[config.mk]
export PLATFORM = sky130hd
export DESIGN_NAME = pipe_scheduler
export DESIGN_NICKNAME = d
export VERILOG_FILES = /design/src/rtl/pipe_scheduler.sv
export SDC_FILE = /design/constraint.sdc
export NUM_CORES = 1
export LEC_CHECK = 0
export BUFFER_PORTS_ARGS = -buffer_cell sky130_fd_sc_hd__buf_2
export CAP_MARGIN = 30
export CORE_MARGIN = 2
export CORE_UTILIZATION = 40
export CTS_CLUSTER_SIZE = 28
export DETAILED_ROUTE_END_ITERATION = 7
export MAX_ROUTING_LAYER = met4
export PLACE_DENSITY = 0.62
export SLEW_MARGIN = 10
export SYNTH_ARGS = -nofsm -noshare
export SYNTH_HDL_FRONTEND = slang
export SYNTH_SLANG_ARGS = --single-unit
[constraint.sdc]
create_clock -name clk -period 2.1 [get_ports clk]
set_input_delay 0 -clock clk [delete_from_list [all_inputs] [get_ports clk]]
set_output_delay 0 -clock clk [all_outputs]
set_load 0.02 [all_outputs]
[src/rtl/pipe_scheduler.sv]
// pipe_scheduler: game-flow controller for a scrolling pipe game.
// Owns the IDLE/PLAY/OVER state machine, the scroll timebase, the
// pipe/gap column sequencer, the 3-bit pattern LFSR and the score.
//
// Output timing: every output is decoded from registered state only, so
// the bird/pipe inputs never reach an output combinationally.
//
// The bird_row and pipe_at_bird inputs are sampled only in a scroll cycle.
module pipe_scheduler #(
   parameter int TICK_DIV = 256,
   parameter int GAP_COLS = 3
) (
   input  logic       clk,
   input  logic       reset,
   input  logic       start,
   input  logic [2:0] bird_row,
   input  logic [7:0] pipe_at_bird,
   output logic       active,
   output logic       gameover,
   output logic       scroll,
   output logic       emit_pipe,
   output logic [2:0] index,
   output logic [6:0] score
);

   typedef enum logic [1:0] {
      IDLE = 2'd0,
      PLAY = 2'd1,
      OVER = 2'd2
   } state_t;

   localparam logic [15:0] TICK_LAST = 16'(TICK_DIV - 1);
   localparam logic [2:0]  COL_LAST  = 3'(GAP_COLS);
   localparam logic [6:0]  SCORE_MAX = 7'd99;

   state_t      state;
   logic [15:0] tick_cnt;
   logic [2:0]  col_cnt;
   logic [2:0]  lfsr;
   logic [6:0]  score_q;
   logic        hit;
   logic        pass;

   // Scroll/emit strobes and the collision/pass decision for this cycle.
   always_comb begin
      scroll    = (state == PLAY) && (tick_cnt == TICK_LAST);
      emit_pipe = scroll && (col_cnt == 3'd0);
      hit       = scroll && pipe_at_bird[bird_row];
      pass      = scroll && (pipe_at_bird != 8'd0) && !hit;
   end

   // Status outputs decoded from the state register alone.
   always_comb begin
      active   = (state == PLAY);
      gameover = (state == OVER);
      index    = lfsr;
      score    = score_q;
   end

   // Game FSM with its counters; starting a game clears timebase, column
   // phase and score, but the LFSR keeps running across games.
   always_ff @(posedge clk) begin
      if (reset) begin
         state    <= IDLE;
         tick_cnt <= 16'd0;
         col_cnt  <= 3'd0;
         lfsr     <= 3'b001;
         score_q  <= 7'd0;
      end else begin
         case (state)
            IDLE, OVER: begin
               if (start) begin
                  state    <= PLAY;
                  tick_cnt <= 16'd0;
                  col_cnt  <= 3'd0;
                  score_q  <= 7'd0;
               end
            end
            PLAY: begin
               tick_cnt <= (tick_cnt == TICK_LAST) ? 16'd0 : tick_cnt + 16'd1;
               if (scroll) begin
                  col_cnt <= (col_cnt == COL_LAST) ? 3'd0 : col_cnt + 3'd1;
               end
               if (emit_pipe) begin
                  lfsr <= {lfsr[1:0], lfsr[2] ^ lfsr[1]};
               end
               if (hit) begin
                  state <= OVER;
               end else if (pass && (score_q != SCORE_MAX)) begin
                  score_q <= score_q + 7'd1;
               end
            end
            default: state <= IDLE;
         endcase
      end
   end

endmodule
==> results.py <==
metrics = {
    "run_status": {
        "status": "finished clean",
    },
    "power_and_ir_drop": {
        "ir_drop_uv": 479,
        "p_leak_nw": 0.907,
        "total_power_mw": 1.27,
        "powerDensity_mw_per_mm2": 544,
    },
    "logic_synthesis": {
        "synth_top_area_share_pct": 33.9,
        "netlist_area_mm2": 0.00183,
        "yosys.cell_types.count": 48,
        "synthArstFlopShare_pct": 0,
        "yosysTopAreaCell": "dfxtp_1",
        "yosysWarnings": 0,
        "synthFlopType": "dfxtp_1",
        "syn_area_per_cell_um2": 8.33,
        "synthTopCellsByArea": "dfxtp_1 (34%), a21oi_1 (5.7%), nand2_1 (4.5%), nor2_1 (3.1%), nor4_1 (3.1%)",
        "synth-seq-cells": 31,
        "synth.net_count": 238,
        "ys_seq_area_share_pct": 33.9,
        "synth_edf_count": 0,
        "synthCells": 220,
    },
    "placement": {
        "place_area_mm2": 0.00212,
        "place_inst": 309,
        "globalplace.congestion": 0.865,
        "portBuffers": 27,
        "preCtsSetupSlack_ps": -7.07,
        "hpwl_um": 3280,
    },
    "setup_path": {
        "crit_start": "tick_cnt[9]$_SDFFE_PP0P_",
        "slowest_stage": "or4_4",
        "worstSetupPathType": "reg2reg",
        "worstPathArrival_ps": 2230,
        "endpoint": "index[0]$_SDFFE_PP1P_",
        "cp_cell_sequence": "or4_4 > nor4_4 > buf_6 > and4b_4 > nor2b_1 > a211o_1",
        "reg2reg_from": "tick_cnt[9]$_SDFFE_PP0P_",
        "cpPeakStageDelay_ps": 550,
        "critPathMaxFanout": 5,
        "rr_endpoint": "index[0]$_SDFFE_PP1P_",
        "required_ps": 2270,
        "crit_cells": 6,
        "worstSetupEndpointType": "flip-flop",
        "ff2ff_path_depth": 6,
        "startpoint_type": "flip-flop",
        "r2r_slack_ps": 50,
        "critPathTopFamily": "simple AND/OR/NAND/NOR gates",
        "critPathBufInv": 1,
    },
    "sta": {
        "setup_viol_count_final": 0,
        "tightest_slew_ps": 696,
        "final.period_utilization_pct": 97.8,
        "slew_headroom_pct": 53.3,
        "fmax_mhz": 487,
        "fin_tns_setup_ps": 0,
        "drv_slew": 0,
        "hold_slack_ps": 71.9,
        "worst_slack_ps": 45.6,
        "rsz0062_at_grt": "yes",
        "final.setup_skew_ps": 13.6,
        "period_needed_ps": 2050,
        "finalHoldViolations": 0,
    },
    "die": {
        "io_pins": 28,
        "initial_core_util_pct": 41.8,
        "die_y_um": 71.7,
        "die_w_um": 71.7,
        "coreArea_mm2": 0.00438,
        "dieArea_mm2": 0.00514,
        "row_count": 24,
    },
    "global_routing": {
        "grt_pass1_vias": 1670,
        "grt_pass1_wl_um": 7960,
        "antenna_found_initial": 0,
        "overflow": 0,
        "track_usage_pct": 20.4,
        "grt_max_degree": 32,
    },
    "drt": {
        "via_count": 1880,
        "drc_errors": 0,
        "drtIter0Drc": 143,
        "first_pass_iters": 4,
        "via_per_inst": 5.77,
        "routedWlPerCell_um": 14.9,
        "routed_wl_um": 4870,
        "antenna_left": 0,
    },
    "clocking": {
        "clock-sinks": 31,
        "cts_buffers": 5,
        "path_clk_slew_ps": 80,
        "cts_root_buffer": "clkbuf_8",
        "cts_tree": "yes",
        "cts_max_path_buffers": 2,
        "clock_latency_ps": 290,
        "h-tree-depth": 2,
    },
    "cells_and_area": {
        "drive_gt1_share_pct": 30.7,
        "fin_area_mm2": 0.00234,
        "area_growth_pct": 27.7,
        "post-route-util_pct": 53.4,
        "final_nets": 291,
        "instances_no_fill": 326,
        "n_antenna_cell": 0,
    },
    "job": {
        "drv_cap": 0,
    },
    "min_path": {
        "hp-class": "in2reg",
    },
}
==> logic make-up (layout without fill, tap and decap cells) <==
group | count (synthesis) | after routing | share of synthesized area, %
and+or+nand+nor | 99 | 99 | 30.1
AOI/OAI and AO/OA | 58 | 58 | 21.3
DFF | 31 | 31 | 33.9
buffers and inverters | 19 | 73 | 5.73
muxes | 8 | 8 | 5.80
adders and majority gates | 4 | 4 | 2.73
xor gates and xnor gates | 1 | 1 | 0.478
==> tightest hold or removal path: cells and delay by family <==
| family | cells | cell delay, ps |
|---|---|---|
| buffers and inverters | 2 | 170 |
| AO/OA/AOI/OAI | 1 | 80 |
| AND/OR/NAND/NOR | 1 | 70 |
==> placed cells by master, fill, tap and decap left out, types with 2 or more instances in the layout <==
| cell | n |
|---|---|
| a211oi_2 | 3 |
| a21oi_1 | 21 |
| a22oi_1 | 5 |
| a311oi_1 | 5 |
| a31oi_1 | 5 |
| a41oi_1 | 2 |
| and3_1 | 5 |
| buf_2 | 27 |
| buf_4 | 26 |
| buf_6 | 5 |
| clkbuf_8 | 7 |
| dfxtp_1 | 29 |
| dfxtp_2 | 2 |
| ha_1 | 4 |
| inv_1 | 6 |
| mux2i_1 | 5 |
| mux4_2 | 2 |
| nand2_1 | 22 |
| nand2b_1 | 2 |
| nand3_1 | 10 |
| nand3b_1 | 2 |
| nand4_1 | 3 |
| nor2_1 | 15 |
| nor2b_1 | 3 |
| nor3_1 | 11 |
| nor3b_1 | 3 |
| nor4_1 | 8 |
| nor4_4 | 2 |
| o2111ai_1 | 2 |
| o21ai_0 | 7 |
| o311ai_1 | 2 |
| or3_1 | 2 |
| or4_4 | 3 |
==> sequential cells by signal, summed over array words and instances (netlist names) <==
| signal | cells |
|---|---|
| tick_cnt | 16 |
| score | 7 |
| col_cnt | 3 |
| index | 3 |
| state | 2 |
==> what timing repair did <==
action | CTS | global route
hold buffers | 0 | 0
setup endpoints to repair | 3 | 5
pin swaps | 1 | 4
setup buffers | 0 | 8
gates cloned | 0 | 1
gates resized for setup | 4 | 11
==> where the power goes <==
part / total, mW / switching (mW) / internal, mW
combinational: 0.145 / 0.0945 / 0.0508
sequential: 0.596 / 0.00352 / 0.593
clock: 0.533 / 0.233 / 0.299
==> synth_stat cells (all sizes together), types with 3 or more instances <==
| cell | number |
|---|---|
| a211oi | 3 |
| a21oi | 21 |
| a22oi | 6 |
| a311oi | 5 |
| a31oi | 5 |
| and3 | 6 |
| buf | 6 |
| clkbuf | 6 |
| dfxtp | 31 |
| ha | 4 |
| inv | 6 |
| mux2i | 5 |
| nand2 | 22 |
| nand3 | 11 |
| nand4 | 3 |
| nor2 | 16 |
| nor2b | 3 |
| nor3 | 11 |
| nor3b | 3 |
| nor4 | 10 |
| o21ai | 8 |
| or4 | 3 |
==> routing by layer <==
| metal | part of all wire, % | wire length, um | GRT usage (%) | vias to the layer above |
|---|---|---|---|---|
| met2 | 45 | 2180 | 28.9 | 62 |
| li1 | - | - | - | 940 |
| met3 | 6.1 | 298 | 5.06 | 8 |
| met1 | 47 | 2290 | 27.5 | 870 |
| met4 | 1.9 | 93 | 9.01 | 0 |
| met5 | 0 | 0 | - | - |
==> area by class of cell <==
type	instances	area (um^2)
clock buffer	8	100
fill	434	2040
inverter	7	26.3
multi-input combinational	170	1140
sequential	31	623
tap	52	65.1
timing repair buffer	58	387
==> worst min-delay path by stage <==
| stage | start | endpoint | cells after the start |
|---|---|---|---|
| finish | start | state[1]$_SDFFE_PP0P_ | 4 |
| global route | start | state[1]$_SDFFE_PP0P_ | 4 |
| CTS | start | state[1]$_SDFFE_PP0P_ | 4 |
| detailed placement | start | state[1]$_SDFFE_PP0P_ | 4 |
| global placement | start | state[1]$_SDFFE_PP0P_ | 4 |
| floorplan | reset | index[0]$_SDFFE_PP1P_ | 1 |
Note: power is estimated with default switching activity, not from simulation.
